<file path="src/rtl/fetch_unit_pkg.sv">
// Shared definitions for the SISC fetch unit:
// opcodes, instruction field positions, PC width, FSM states.
package fetch_unit_pkg;

    localparam int PC_W = 16;
    localparam int IR_W = 32;

    localparam int OPC_MSB = 31;
    localparam int OPC_LSB = 28;
    localparam int MM_MSB  = 27;
    localparam int MM_LSB  = 24;
    localparam int IMM_MSB = 15;
    localparam int IMM_LSB = 0;

    typedef enum logic [3:0] {
        NOOP = 4'h0,
        LOD  = 4'h1,
        STR  = 4'h2,
        SWP  = 4'h3,
        BRA  = 4'h4,
        BRR  = 4'h5,
        BNE  = 4'h6,
        BNR  = 4'h7,
        ALU  = 4'h8,
        HLT  = 4'hF
    } sisc_op_e;

    typedef enum logic {
        ST_IDLE = 1'b0,
        ST_WAIT = 1'b1
    } fetch_state_e;

endpackage

</file>
<file path="src/rtl/fetch_unit_pc_reg.sv">
// Program counter with next-PC select:
// PC+1, absolute imm, or PC-relative imm (mod 2^16).
module pc_reg
    import fetch_unit_pkg::*;
(
    input  logic            clk,
    input  logic            rst_f,
    input  logic            pc_rst,
    input  logic            pc_write,
    input  logic            pc_sel,
    input  logic            br_sel,
    input  logic [PC_W-1:0] imm,
    output logic [PC_W-1:0] pc
);

    logic [PC_W-1:0] r_pc;
    logic [PC_W-1:0] w_pc_nxt;

    // Two's-complement imm wraps naturally in the 16-bit add.
    always_comb begin
        w_pc_nxt = r_pc + PC_W'(1);
        if (pc_sel) begin
            w_pc_nxt = br_sel ? (r_pc + imm) : imm;
        end
    end

    always_ff @(posedge clk or negedge rst_f) begin
        if (!rst_f) begin
            r_pc <= '0;
        end else if (pc_rst) begin
            r_pc <= '0;
        end else if (pc_write) begin
            r_pc <= w_pc_nxt;
        end
    end

    assign pc = r_pc;

endmodule

</file>
<file path="src/rtl/fetch_unit.sv">
// Instruction fetch unit: req/ack fetch FSM, IR,
// status register and the PC sub-block.
module fetch_unit
    import fetch_unit_pkg::*;
(
    input  logic            clk,
    input  logic            rst_f,
    input  logic            pc_rst,
    input  logic            pc_write,
    input  logic            pc_sel,
    input  logic            br_sel,
    input  logic            ir_load,
    output logic [PC_W-1:0] imem_addr,
    output logic            imem_req,
    input  logic            imem_ack,
    input  logic [IR_W-1:0] imem_rdata,
    input  logic            stat_en,
    input  logic [3:0]      stat_in,
    output logic [3:0]      opcode,
    output logic [3:0]      mm,
    output logic [15:0]     imm,
    output logic [3:0]      stat,
    output logic [PC_W-1:0] pc,
    output logic            ir_valid,
    output logic            fetch_busy
);

    fetch_state_e    r_state;
    fetch_state_e    w_state_nxt;
    logic            w_start;
    logic            w_done;
    logic [PC_W-1:0] r_addr;
    logic [IR_W-1:0] r_ir;
    logic            r_valid;
    logic [3:0]      r_stat;
    logic [PC_W-1:0] w_pc;
    logic            w_unused_ir;

    pc_reg u_pc_reg (
        .clk      (clk),
        .rst_f    (rst_f),
        .pc_rst   (pc_rst),
        .pc_write (pc_write),
        .pc_sel   (pc_sel),
        .br_sel   (br_sel),
        .imm      (r_ir[IMM_MSB:IMM_LSB]),
        .pc       (w_pc)
    );

    always_ff @(posedge clk or negedge rst_f) begin
        if (!rst_f) begin
            r_state <= ST_IDLE;
        end else begin
            r_state <= w_state_nxt;
        end
    end

    // ir_load is only heard in IDLE, imem_ack only in WAIT.
    always_comb begin
        w_state_nxt = r_state;
        w_start     = 1'b0;
        w_done      = 1'b0;
        unique case (r_state)
            ST_IDLE: begin
                if (ir_load) begin
                    w_start     = 1'b1;
                    w_state_nxt = ST_WAIT;
                end
            end
            ST_WAIT: begin
                if (imem_ack) begin
                    w_done      = 1'b1;
                    w_state_nxt = ST_IDLE;
                end
            end
            default: w_state_nxt = ST_IDLE;
        endcase
    end

    always_ff @(posedge clk or negedge rst_f) begin
        if (!rst_f) begin
            r_addr  <= '0;
            r_ir    <= '0;
            r_valid <= 1'b0;
        end else begin
            if (w_start) begin
                r_addr  <= w_pc;
                r_valid <= 1'b0;
            end
            if (w_done) begin
                r_ir    <= imem_rdata;
                r_valid <= 1'b1;
            end
        end
    end

    always_ff @(posedge clk or negedge rst_f) begin
        if (!rst_f) begin
            r_stat <= '0;
        end else if (stat_en) begin
            r_stat <= stat_in;
        end
    end

    assign imem_req    = (r_state == ST_WAIT);
    assign fetch_busy  = (r_state == ST_WAIT);
    assign imem_addr   = r_addr;
    assign opcode      = r_ir[OPC_MSB:OPC_LSB];
    assign mm          = r_ir[MM_MSB:MM_LSB];
    assign imm         = r_ir[IMM_MSB:IMM_LSB];
    assign stat        = r_stat;
    assign pc          = w_pc;
    assign ir_valid    = r_valid;
    assign w_unused_ir = ^r_ir[MM_LSB-1:IMM_MSB+1];

endmodule
</file>
<file path="config.mk">
export PLATFORM = sky130hd
export DESIGN_NAME = fetch_unit
export DESIGN_NICKNAME = d
export VERILOG_FILES = /design/src/rtl/fetch_unit_pkg.sv /design/src/rtl/fetch_unit_pc_reg.sv /design/src/rtl/fetch_unit.sv
export SDC_FILE = /design/constraint.sdc
export NUM_CORES = 1
export LEC_CHECK = 0
export CAP_MARGIN = 20
export CORE_ASPECT_RATIO = 0.7
export CORE_MARGIN = 1
export CORE_UTILIZATION = 40
export DETAILED_ROUTE_END_ITERATION = 12
export PLACE_DENSITY = 0.72
export SYNTH_ARGS = -nofsm -noshare
export SYNTH_HDL_FRONTEND = slang
export SYNTH_HIERARCHICAL = 1
export SYNTH_SLANG_ARGS = --single-unit
</file>
<file path="constraint.sdc">
create_clock -name clk -period 2.4 [get_ports clk]
set_input_delay 0.48 -clock clk [delete_from_list [all_inputs] [get_ports clk]]
set_output_delay 0.48 -clock clk [all_outputs]
set_load 0.01 [all_outputs]
</file>
# ---- After elaboration in Yosys (flattened, before gate mapping)
# Cells that the tools add are included.
dict set report totals {
  latchBits 0
  mem_bits_ro 0
  mem_count 0
  inputBits 45
  elab_cells 23
  out_inout_bits 63
  regBits 70
  ram_bits 0
}
dict set report op_classes {
  n_eq_ne 0
  n_bitwise 1
  n_mul 0
  n_addsub 2
  muxes 12
  div 0
  n_shift 0
  order_cmp 0
  reduce_logical 2
}
# cell count
set ops {}
lappend ops {{$mux W16} 4}
lappend ops {{$add A16 B1 Y16 const B} 1}
lappend ops {{$add A16 B16 Y16} 1}
lappend ops {{$mux W1} 7}
lappend ops {{$reduce_bool A2 Y1} 2}
lappend ops {{$pmux W1 S2} 1}
lappend ops {{$not A1 Y1} 1}

# ---- Logic depth before layout (Yosys ltp)
# Gate-level depths: netlist of run 1.
dict set report depth {
  depth_word 5
  depth_mapped 10
}

# ---- Modules after synthesis
# The synthesis of run 1 kept the hierarchy.
# module cells_per_inst area_each_um2 n_inst
set by_module_without_submodules {}
lappend by_module_without_submodules {pc_reg 254 1959.4 1}
lappend by_module_without_submodules {fetch_unit 102 1779.2 1}

# ---- Worst setup path after synthesis of run 1
# OpenSTA, ideal clock, no wires.
dict set report synth_timing {
  path_kind {register to register}
  startpoint {register u_pc_reg.r_pc[0] (netlist: u_pc_reg/pc[0])}
  endpoint {register u_pc_reg.r_pc[10] (netlist: u_pc_reg/pc[10])}
  slack_ns 0.011
  arrival_ns 2.295
  synth_period_minus_slack_ns 2.389
  path_stages_with_launch 11
  cell_sequence {dfrtp_1 -> ha_1 -> inv_1 -> fa_1 -> nor2b_1 -> o211ai_1 -> a21boi_1 -> o21ai_1 -> a21oi_1 -> mux2_2 -> a211oi_1}
}
dict set report synth_between {
  elab_chain_cells 5
}
# element line_no
set synth_lines {}
lappend synth_lines {{start, declared} fetch_unit_pc_reg.sv:16} ;# logic [PC_W-1:0] r_pc;
lappend synth_lines {{start signal, assigned} fetch_unit_pc_reg.sv:33} ;# r_pc <= w_pc_nxt;
lappend synth_lines {{$add A16 B16 Y16} fetch_unit_pc_reg.sv:23} ;# w_pc_nxt = br_sel ? (r_pc + imm) : imm;
lappend synth_lines {{$mux W16} fetch_unit_pc_reg.sv:23}
lappend synth_lines {{$mux W16 (*)} fetch_unit_pc_reg.sv:22} ;# if (pc_sel) begin
lappend synth_lines {{$mux W16 (*)} fetch_unit_pc_reg.sv:32} ;# end else if (pc_write) begin
lappend synth_lines {{$mux W16 (*)} fetch_unit_pc_reg.sv:30} ;# end else if (pc_rst) begin
# Mark *: on every way between the ends. The rest lies on a longest branch, timed or not. The select of a mux whose other input is x is not followed.
# A chain may end at the register's enable or synchronous reset.

# ---- Final worst setup path of run 1
dict set report layout_timing {
  startpoint {register u_pc_reg.r_pc[7] (netlist: u_pc_reg/pc[7])}
  endpoint {register u_pc_reg.r_pc[12] (netlist: u_pc_reg/pc[12])}
}
# Same word-level chain as after synthesis.

==> results of run 1 <==
==> cells by family after synthesis <==
logic type,Yosys count,synth area share (%)
AO/OA/AOI/OAI,87,16.07
AND/OR/NAND/NOR,102,13.72
buffers and inverters,25,3.849
multiplexers,52,16.40
XOR/XNOR,11,2.577
flip-flops,62,41.50
adder cells (fa/ha/maj),17,5.890
==> critical path, stage by stage (launching register included) <==
cell	delay (ns)
dfrtp_1	0.40
ha_1	0.30
buf_4	0.15
a21oi_1	0.36
inv_1	0.08
a2111oi_0	0.39
a211oi_1	0.17
nor4b_1	0.27
nor2_1	0.06
==> per-stage QoR <==
stage	instances	util (%)	area, um2	power [mW]	hold slack (ns)
CTS	623	59.67	5413	4.320	0.1712
global placement	607	56.39	5115	3.033	0.4861
detailed placement	607	56.39	5115	3.075	0.4911
floorplan	356	-	3739	2.267	0.1844
global route	624	60.19	5460	4.562	0.1924
finish	624	60.19	5460	4.314	0.1356
==> layer usage <==
metal  up-vias  part of all wire [%]
met4         0                   1.2
met5         -                     0
met1      1642                    46
met3        11                   6.3
met2       103                    47
li1       1599                     -
==> cells in the final DEF (no fill, tap or decap), types with 14 or more instances in the layout <==
cell type | netlist | routed
a21oi_1 | 16 | 14
ha_1 | 16 | 14
o21ai_0 | 15 | 15
buf_4 | 1 | 46
nor2_1 | 34 | 33
mux2_2 | 38 | 38
clkdlybuf4s50_1 | 0 | 98
dfrtp_1 | 62 | 61
nand2_1 | 17 | 17
==> final cells by class <==
cell class	instances	area (um2)	share of cell area, %
inverter	9	33.78	0.6187
timing repair buffer	146	1351	24.75
multi-input combinational	269	2092	38.31
sequential	62	1553	28.44
clock buffer	13	270.3	4.950
clock inverter	1	5.005	0.09166
tap	124	155.1	2.841
==> power by group through the flow <==
stage	clock network, mW	registers, mW	logic [mW]
after floorplan	0	1.50	0.769
after global routing	1.29	1.41	1.87
after global placement	0	1.38	1.65
after detailed placement	0	1.39	1.68
final	1.21	1.38	1.73
after CTS	1.23	1.38	1.71
==> timing repair <==
item | 4_1_cts | 5_1_grt
setup buffers | 2 | 1
resized for setup | 2 | 10
pin swaps | 1 | 6
setup endpoints to repair | 1 | 7
==> final timing paths <==
kind | to | slack, ns | depth (start not counted)
worst max-delay path | u_pc_reg/pc[12]$_DFFE_PN0P_ | 0.09 | 8
worst min-delay path | r_ir[11]$_DFFE_PN0P_ | 0.14 | 2
worst max register to register | u_pc_reg/pc[12]$_DFFE_PN0P_ | 0.09 | 8
worst min register to register | r_ir[26]$_DFFE_PN0P_ | 0.50 | 1
max in group asynchronous | r_ir[1]$_DFFE_PN0P_ | 1.93 | 2
min in group clk | r_ir[26]$_DFFE_PN0P_ | 0.50 | 1
==> impl_summary.txt, run 1 <==
----------------------------------------------------
[Status]
  Status ... completed

[Pwr]
  Maximum vdd drop ... about 0.45 mV
  Power density over cell area ... between 700 and 800 mW/mm2
  Clock network fraction of total power ... between 20% and 30%
  Switching power total ... around 1.3 mW
  Part of the total power dissipated in sequential elements ... between 30% and 40%
  Combinational power share ... about 40%
  Power Internal ... 2.991 mW
  Fraction of power spent switching nets ... between 30% and 40%
  Leakage power total ... about 2.4 nW

[Clocking]
  Clock latency on the worst-skew pair ... approximately 0.33 ns
  CTS buffer count ... 9
  Clock sink count ... 62
  Buffer cell driving the clock tree root ... clkbuf_16
  Level count of the clock H-tree ... 3
  TritonCTS clock tree ... yes
  Bufs on Longest Clock Path ... 2
  Number of hold-repair buffers added at the cts stage ... 0
  Clock-pin slew reported for the worst setup and hold paths after clock tree synthesis ... 0.05 ns

[Worst setup path]
  Critical path endpoint category ... flop
  Crit Path Category ... flop to flop
  Worst EP required ... around 2.6 ns
  Setup crit start ... u_pc_reg/pc[7]$_DFFE_PN0P_
  CP arrival ... 2.53 ns
  Worst r2r src ... u_pc_reg/pc[7]$_DFFE_PN0P_
  Maximum fanout count along the critical path ... 4
  Sort of element at the start of the critical path ... flop

[Synthesis]
  Yosys warns ... 6
  Ys async rst share ... 100.0%
  Synth Flop Type ... dfrtp_1
  Most frequent cell after synthesis ... dfrtp_1
  Leading cell types by count after synthesis ... dfrtp_1 (62), mux2_2 (38), nor2_1 (34), nand2_1 (17)
  Synthesized instance count ... around 360
  Dominant cell type by area after synthesis ... dfrtp_1
  Count of distinct cell types in the synthesized netlist ... 59
  Yosys top cell area share ... roughly two fifths
  Total standard cell area after synthesis ... roughly 0.0037 mm2
  Leading post-synthesis cells by cell area ... dfrtp_1 (41%), mux2_2 (11%), ha_1 (5.4%)
  Count of flip-flops with a built-in enable after synthesis ... 0
  Post-Syn Nets ... around 420
  Share of the yosys chip area belonging to registers ... approximately 41%
  Synthesis-stage register bit count ... just over 60
  Mean Syn Cell Area ... about 11 um2

[Placement]
  HPWL after DPL ... roughly 7400 um
  Worst slack at placement ... -0.005692 ns
  Final weighted congestion of routability-driven global placement ... around 0.84
  Count of buffers from port buffering ... between 90 and 100

[Timing]
  Maximum clock frequency ... approximately 0.43 GHz
  Clock period minus final worst setup slack ... roughly 2.3 ns
  Worst slew margin ... slightly below 70%
  Total negative slack for setup checks ... 0 ns
  Fin. max-slew vios ... 0
  Number of endpoints with negative hold slack in the final report ... 0
  Minimum setup slack in the final design ... between 0.08 and 0.09 ns
  Final worst-path cycle share ... between 90% and 100%
  Final setup violation count ... 0
  Setup skew after layout ... about 0.0046 ns
  Actual slew at the worst max-slew pin ... 0.4498 ns

[Floorplanning]
  I/O pin cnt ... 108
  Initial core utilization ... 41.21%
  Die X ... ~120 um
  Die Height ... approximately 83 um
  Area inside the core boundary ... approximately 0.0091 mm2
  Die Outline Area ... slightly below 0.01 mm2
  Number of core rows ... 29

[Drt]
  Vias ... around 3400
  Residual DRC ... 0
  DRT Wirelength ... ~10000 um
  Router iterations before antenna repair ... 4
  Routed wire per std cell ... around 16 um
  Routed Antenna Nets ... 0
  Avg Vias per Cell ... ~5.4
  Violation count after the first detailed-routing iteration ... about 180

[GRT]
  M2 GR Usage ... 34.86%
  First-pass GRT wire length ... 16710 um
  GR Overflow Total ... 0
  Combined global-route utilization of all metal layers ... 21.79%
  Initial antenna violation count ... 0
  Largest net degree at the start of global routing ... 63
  Met3 GRT Util ... around 6.5%
  Via count of the first global-routing pass ... about 3500
  Most used routing layer in global routing ... met2
  Met1 Resource Use GR ... between 20% and 30%

[Final layout]
  Number of nets in the final layout ... around 560
  Share of layout cells above drive strength 1 ... between 20% and 30%
  Area Overhead vs Synth ... 46.05%
  Antenna diode instance count ... 0
  Fillcell total ... ~770
  Flip-flop count of the largest register, all copies and words added ... 24

[Flow run]
  Max-Cap Viols ... 0

[Min path]
  Class of the worst hold path ... input port to async pin

----------------------------------------------------
Power figures use the tool's default switching activity.
==> inputs of run 2 (changes only) <==
- PLACE_DENSITY: 0.72 -> 0.77
==> impl_summary.txt, run 2 (synthesis gave the netlist of run 1 again) <==
----------------------------------------------------
[Status]
  Status ... completed (unchanged)

[Worst setup path]
  Critical path endpoint category ... flop (unchanged)
  Maximum fanout count along the critical path ... 3 (was 4)
  Worst reg2reg setup slack ... 0.03 ns (was 0.09 ns)
  Worst r2r src ... r_ir[0]$_DFFE_PN0P_ (was u_pc_reg/pc[7]$_DFFE_PN0P_)
  Terminus of the critical flop-to-flop path ... u_pc_reg/pc[10]$_DFFE_PN0P_ (was u_pc_reg/pc[12]$_DFFE_PN0P_)
  CP arrival ... 2.61 ns (was 2.53 ns)
  Crit Path Category ... flop to flop (unchanged)
  Sort of element at the start of the critical path ... flop (unchanged)
  Depth of the worst register-to-register path ... 10 (was 8)
  Worst EP required ... 2.65 ns (was 2.61 ns)

[GRT]
  Met1 Resource Use GR ... 29.35% (was 28.49%)
  Met3 GRT Util ... 5.975% (was 6.456%)
  Via count of the first global-routing pass ... 3579 (was 3455)
  GR Overflow Total ... 0 (unchanged)
  M2 GR Usage ... 39.00% (was 34.86%)
  Combined global-route utilization of all metal layers ... 23.16% (was 21.79%)
  First-pass GRT wire length ... 17710 um (was 16710 um)
  Initial antenna violation count ... 0 (unchanged)
  Largest net degree at the start of global routing ... 25 (was 63)
  Most used routing layer in global routing ... met2 (unchanged)

[Clocking]
  Buffer cell driving the clock tree root ... clkbuf_16 (unchanged)
  Clock-pin slew reported for the worst setup and hold paths after clock tree synthesis ... 0.05 ns (about the same)
  Level count of the clock H-tree ... 3 (unchanged)
  Clock sink count ... 62 (unchanged)
  Clock latency on the worst-skew pair ... 0.33 ns (about the same)
  CTS buffer count ... 9 (unchanged)
  Bufs on Longest Clock Path ... 2 (unchanged)
  TritonCTS clock tree ... yes (unchanged)

[Drt]
  Violation count after the first detailed-routing iteration ... 187 (was 179)
  Routed wire per std cell ... 17.72 um (was 15.93 um)
  DRT Wirelength ... 11090 um (was 9943 um)
  Avg Vias per Cell ... 5.596 (was 5.377)
  Residual DRC ... 0 (unchanged)
  Vias ... 3503 (was 3355)
  Router iterations before antenna repair ... 5 (was 4)
  Routed Antenna Nets ... 0 (unchanged)

[Floorplanning]
  Initial core utilization ... 41.21% (unchanged)
  Die Outline Area ... 0.009743 mm2 (unchanged)
  Number of core rows ... 29 (unchanged)
  I/O pin cnt ... 108 (unchanged)
  Die X ... 117.6 um (unchanged)
  Area inside the core boundary ... 0.009071 mm2 (unchanged)
  Die Height ... 82.89 um (unchanged)

[Timing]
  Total negative slack for setup checks ... 0 ns (unchanged)
  Worst Hold Margin ... 0.09266 ns (was 0.1356 ns)
  Minimum setup slack in the final design ... 0.03384 ns (was 0.08527 ns)
  Setup skew after layout ... 0.003595 ns (was 0.004554 ns)
  Clock period minus final worst setup slack ... 2.366 ns (was 2.315 ns)
  Fin. max-slew vios ... 0 (unchanged)
  Actual slew at the worst max-slew pin ... 0.4453 ns (was 0.4498 ns)
  Maximum clock frequency ... 0.4226 GHz (was 0.4320 GHz)
  Final setup violation count ... 0 (unchanged)
  Number of endpoints with negative hold slack in the final report ... 0 (unchanged)
  Worst slew margin ... 70.24% (was 69.23%)
  Final worst-path cycle share ... 98.59% (was 96.45%)

[Pwr]
  Clock network fraction of total power ... 30.1% (was 28.0%)
  Switching power total ... 1.414 mW (was 1.324 mW)
  Power density over cell area ... 824.7 mW/mm2 (was 790.1 mW/mm2)
  Power Internal ... 3.162 mW (was 2.991 mW)
  Combinational power share ... 39.6% (was 40.1%)
  Leakage power total ... 2.440 nW (was 2.420 nW)
  Part of the total power dissipated in sequential elements ... 30.3% (was 32.0%)
  Fraction of power spent switching nets ... 30.91% (was 30.68%)
  Maximum vdd drop ... 0.4782 mV (was 0.4522 mV)

[Flow run]
  Max-Cap Viols ... 0 (unchanged)

[Final layout]
  Number of nets in the final layout ... 559 (unchanged)
  Commonest non-fill, non-tap cell in the layout ... clkdlybuf4s50_1 (unchanged)
  Commonest cells after routing, fill and taps aside ... clkdlybuf4s50_1 (98), dfrtp_1 (62), buf_4 (45) (was clkdlybuf4s50_1 (98), dfrtp_1 (61), buf_4 (46))
  Area Overhead vs Synth ... 48.43% (was 46.05%)
  Final core occ ... 61.17% (was 60.19%)
  Share of layout cells above drive strength 1 ... 25.90% (was 25.20%)
  Fillcell total ... 770 (was 767)
  Flip-flop count of the largest register, all copies and words added ... 24 (unchanged)
  Antenna diode instance count ... 0 (unchanged)

[Min path]
  Class of the worst hold path ... input port to async pin (unchanged)

[Placement]
  Count of buffers from port buffering ... 99 (unchanged)
  Final weighted congestion of routability-driven global placement ... 0.8758 (was 0.8416)
  HPWL after DPL ... 8069 um (was 7384 um)
  Worst slack at placement ... -0.08413 ns (was -0.005692 ns)

----------------------------------------------------
run 2: changes by cell type in the layout (fill, tap and decap cells not counted), sizes merged:
cell / delta
clkbuf: -3
clkinvlp: +1
clkinv: +2
bufinv: +2
run 2: how the worst max path moves through the flow:
stage	from	end	slack (ns)	cells past startpoint
after floorplan	u_pc_reg/pc[0]$_DFFE_PN0P_	u_pc_reg/pc[10]$_DFFE_PN0P_	0.01	10
after global placement	u_pc_reg/pc[0]$_DFFE_PN0P_	u_pc_reg/pc[10]$_DFFE_PN0P_	-0.01	10
after detailed placement	r_ir[0]$_DFFE_PN0P_	u_pc_reg/pc[12]$_DFFE_PN0P_	-0.08	11
after CTS	r_ir[4]$_DFFE_PN0P_	u_pc_reg/pc[15]$_DFFE_PN0P_	0.01	8
after global routing	r_ir[0]$_DFFE_PN0P_	u_pc_reg/pc[7]$_DFFE_PN0P_	-0.11	9
final	r_ir[0]$_DFFE_PN0P_	u_pc_reg/pc[10]$_DFFE_PN0P_	0.03	10
run 2: timing repair:
item                                    4_1_cts  5_1_grt
gates cloned                                  0        0
hold buffers                                  0        0
endpoints found under the hold margin         0        0
buffers inserted                              0        4
pin swaps                                     1       10
endpoints found under the setup margin        2        7
resized for setup                             5       12
run 2: worst max-delay path, cell delays in order, from the launching register on:
cell,delay [ns]
dfrtp_1,0.36
ha_2,0.19
inv_1,0.05
fa_2,0.36
nor2b_2,0.15
o211ai_1,0.11
a21boi_2,0.25
o21ai_2,0.12
a21oi_1,0.20
mux2_4,0.32
a211oi_2,0.17
run 2: cell type report:
class,instances,area [um2],area share (%)
Inverter,9,33.78,0.6088
Tap cell,124,155.1,2.796
Multi-Input combinational cell,269,2130,38.38
Clock inverter,6,86.33,1.556
Clock buffer,10,229.0,4.126
Sequential cell,62,1551,27.96
Timing Repair Buffer,146,1364,24.58
run 2: per-layer routing:
metal  routed length (um)  vias up
met5                    0        -
met4                  148        0
met3                  751       14
met2                 5285      157
met1                 4906     1726
li1                     -     1606
run 2: power groups by stage:
stage | sequential (mW) | combinational [mW] | clock (mW)
6_report | 1.39 | 1.81 | 1.38
5_1_grt | 1.42 | 1.94 | 1.44
4_1_cts | 1.38 | 1.73 | 1.40
3_5_place_dp | 1.39 | 1.70 | 0
3_3_place_gp | 1.38 | 1.65 | 0
2_1_floorplan | 1.50 | 0.769 | 0
run 2: through the flow:
stage                     instance area (um2)  power [mW]  cells
final                                    5549       4.576    626
after global routing                     5549       4.800    626
after CTS                                5451       4.515    622
after detailed placement                 5120       3.098    606
after global placement                   5120       3.034    606
after floorplan                          3739       2.267    356
==> inputs of run 3 (changes only) <==
- CAP_MARGIN: 20 -> unset
- HOLD_SLACK_MARGIN: unset -> 0.15
==> impl_summary.txt, run 3 (synthesis gave the netlist of run 1 again) <==
----------------------------------------------------
[Worst setup path]
  Kind of cell with the highest combined delay on the critical path ... compound AO/OA/AOI/OAI gates (unchanged)
  Slowest cell on the critical path ... dfrtp_1 (unchanged)
  Sort of element at the start of the critical path ... flop (unchanged)
  Maximum fanout count along the critical path ... 3 (unchanged)
  CP arrival ... 2.62 ns (was 2.61 ns)
  Chain of cells forming the critical path ... ha_2 -> inv_1 -> fa_2 -> nor2b_2 -> o211ai_1 -> a21boi_2 -> o21ai_2 -> a21oi_1 -> mux2_4 -> a211oi_2 (unchanged)
  Buffer and inverter count on the worst path ... 1 (unchanged)
  Maximum single-stage delay on the critical path ... 0.36 ns (about the same)
  Critical path endpoint category ... flop (unchanged)
  Worst reg2reg setup slack ... 0.03 ns (about the same)
  Worst EP required ... 2.65 ns (about the same)
  Depth of the worst register-to-register path ... 10 (unchanged)
  Stages on the worst setup path ... 10 (unchanged)
  Crit Path Category ... flop to flop (unchanged)

[Pwr]
  Leakage power total ... 2.444 nW (was 2.440 nW)
  Power density over cell area ... 823.5 mW/mm2 (was 824.7 mW/mm2)
  Maximum vdd drop ... 0.4783 mV (was 0.4782 mV)

[GRT]
  GR Overflow Total ... 0 (unchanged)
  Via count of the first global-routing pass ... 3586 (was 3579)
  M2 GR Usage ... 39.11% (was 39.00%)
  Initial antenna violation count ... 0 (unchanged)
  First-pass GRT wire length ... 17730 um (was 17710 um)
  Met1 Resource Use GR ... 29.30% (was 29.35%)
  Combined global-route utilization of all metal layers ... 23.18% (was 23.16%)
  Largest net degree at the start of global routing ... 25 (unchanged)
  Most used routing layer in global routing ... met2 (unchanged)
  Met3 GRT Util ... 5.975% (unchanged)

[Final layout]
  Area Overhead vs Synth ... 48.69% (was 48.43%)
  Flip-flop count of the largest register, all copies and words added ... 24 (unchanged)
  Non-filler cells in the finished layout ... 627 (was 626)
  Number of nets in the final layout ... 560 (was 559)
  Commonest cells after routing, fill and taps aside ... clkdlybuf4s50_1 (98), dfrtp_1 (62), buf_4 (45) (unchanged)
  Area of all placed cells without fillers ... 0.005559 mm2 (was 0.005549 mm2)
  Share of layout cells above drive strength 1 ... 25.84% (was 25.90%)
  Antenna diode instance count ... 0 (unchanged)
  Commonest non-fill, non-tap cell in the layout ... clkdlybuf4s50_1 (unchanged)

[Floorplanning]
  Die Height ... 82.89 um (unchanged)
  Area inside the core boundary ... 0.009071 mm2 (unchanged)
  Die Outline Area ... 0.009743 mm2 (unchanged)
  Number of core rows ... 29 (unchanged)
  I/O pin cnt ... 108 (unchanged)
  Initial core utilization ... 41.21% (unchanged)
  Die X ... 117.6 um (unchanged)

[Clocking]
  Clock latency on the worst-skew pair ... 0.33 ns (about the same)
  Buffer cell driving the clock tree root ... clkbuf_16 (unchanged)
  TritonCTS clock tree ... yes (unchanged)
  CTS buffer count ... 9 (unchanged)
  Clock-pin slew reported for the worst setup and hold paths after clock tree synthesis ... 0.05 ns (about the same)
  Bufs on Longest Clock Path ... 2 (unchanged)
  Level count of the clock H-tree ... 3 (unchanged)
  Clock sink count ... 62 (unchanged)

[Placement]
  Post-DP Area ... 0.005120 mm2 (unchanged)
  Count of buffers from port buffering ... 99 (unchanged)
  Dpl cells ... 606 (unchanged)
  HPWL after DPL ... 8069 um (unchanged)
  Final weighted congestion of routability-driven global placement ... 0.8758 (unchanged)

[Min path]
  Number of cells on the worst hold path ... 1
  Class of the worst hold path ... flop to flop (was input port to async pin)

[Timing]
  Setup skew after layout ... 0.003695 ns (was 0.003595 ns)
  Actual slew at the worst max-slew pin ... 0.4455 ns (was 0.4453 ns)
  Number of endpoints with negative hold slack in the final report ... 0 (unchanged)
  Clock period minus final worst setup slack ... 2.370 ns (was 2.366 ns)
  Final worst-path cycle share ... 98.75% (was 98.59%)
  Maximum clock frequency ... 0.4220 GHz (was 0.4226 GHz)
  Total negative slack for setup checks ... 0 ns (unchanged)
  Final setup violation count ... 0 (unchanged)
  Worst slew margin ... 70.23% (was 70.24%)
  Fin. max-slew vios ... 0 (unchanged)

[Drt]
  Router iterations before antenna repair ... 5 (unchanged)
  Avg Vias per Cell ... 5.569 (was 5.596)
  Routed Antenna Nets ... 0 (unchanged)
  DRT Wirelength ... 11100 um (was 11090 um)
  Residual DRC ... 0 (unchanged)
  Violation count after the first detailed-routing iteration ... 216 (was 187)
  Routed wire per std cell ... 17.70 um (was 17.72 um)
  Vias ... 3492 (was 3503)

[Flow run]
  Max-Cap Viols ... 0 (unchanged)

[Status]
  Status ... completed (unchanged)

----------------------------------------------------
## run 3: cell count changes in the layout (fill, tap and decap cells not counted), sizes merged
cell / change
dlygate4sd3: +1
## run 3: area by class of cell
cell class	count	area, um2
repair buffers	147	1374
fillers	769	3512
well taps	124	155.1
inverters	9	33.78
clock buffers	10	229.0
multi-input cells	269	2130
clock inverters	6	86.33
flip-flops and latches	62	1551
## run 3: stage by stage
step | util (%) | power (mW) | setup WS [ns] | hold WS [ns]
5_1_grt | 61.28 | 4.801 | -0.1056 | 0.5270
3_5_place_dp | 56.44 | 3.098 | -0.08413 | 0.4461
4_1_cts | 60.21 | 4.516 | 0.01212 | 0.5050
6_report | 61.28 | 4.578 | 0.03005 | 0.5025
3_3_place_gp | 56.44 | 3.034 | -0.01269 | 0.4338
2_1_floorplan | - | 2.267 | 0.01106 | 0.1844
## run 3: worst register-to-register path: stages, from the launching register on
cell	delay, ns
dfrtp_1	0.36
ha_2	0.19
inv_1	0.05
fa_2	0.36
nor2b_2	0.15
o211ai_1	0.11
a21boi_2	0.25
o21ai_2	0.12
a21oi_1	0.21
mux2_4	0.32
a211oi_2	0.17
## run 3: path summary, 6_finish.rpt
check	from	to
hold reg to reg	imem_addr[6]$_DFFE_PN0P_	imem_addr[6]$_DFFE_PN0P_
setup / recovery	r_ir[0]$_DFFE_PN0P_	u_pc_reg/pc[10]$_DFFE_PN0P_
hold / removal	imem_addr[6]$_DFFE_PN0P_	imem_addr[6]$_DFFE_PN0P_
setup reg to reg	r_ir[0]$_DFFE_PN0P_	u_pc_reg/pc[10]$_DFFE_PN0P_
max in group asynchronous	rst_f	stat[1]$_DFFE_PN0P_
min in group asynchronous	rst_f	u_pc_reg/pc[12]$_DFFE_PN0P_
## run 3: timing repair
item,in CTS,in global routing
resized for setup,5,12
endpoints found under the hold margin,17,0
hold buffers,1,0
setup endpoints to repair,2,7
pin swaps,1,10
buffers inserted,0,4
## run 3: layer usage
| metal | share of wire (%) | wire length (um) |
|---|---|---|
| met4 | 1.3 | 141 |
| met3 | 7.5 | 830 |
| met5 | 0 | 0 |
| met2 | 48 | 5299 |
| met1 | 43 | 4826 |
## run 3: where the power goes
group / switching, mW / internal (mW)
Sequential: 0.148 / 1.24
Clock: 0.472 / 0.906
Combinational: 0.795 / 1.02
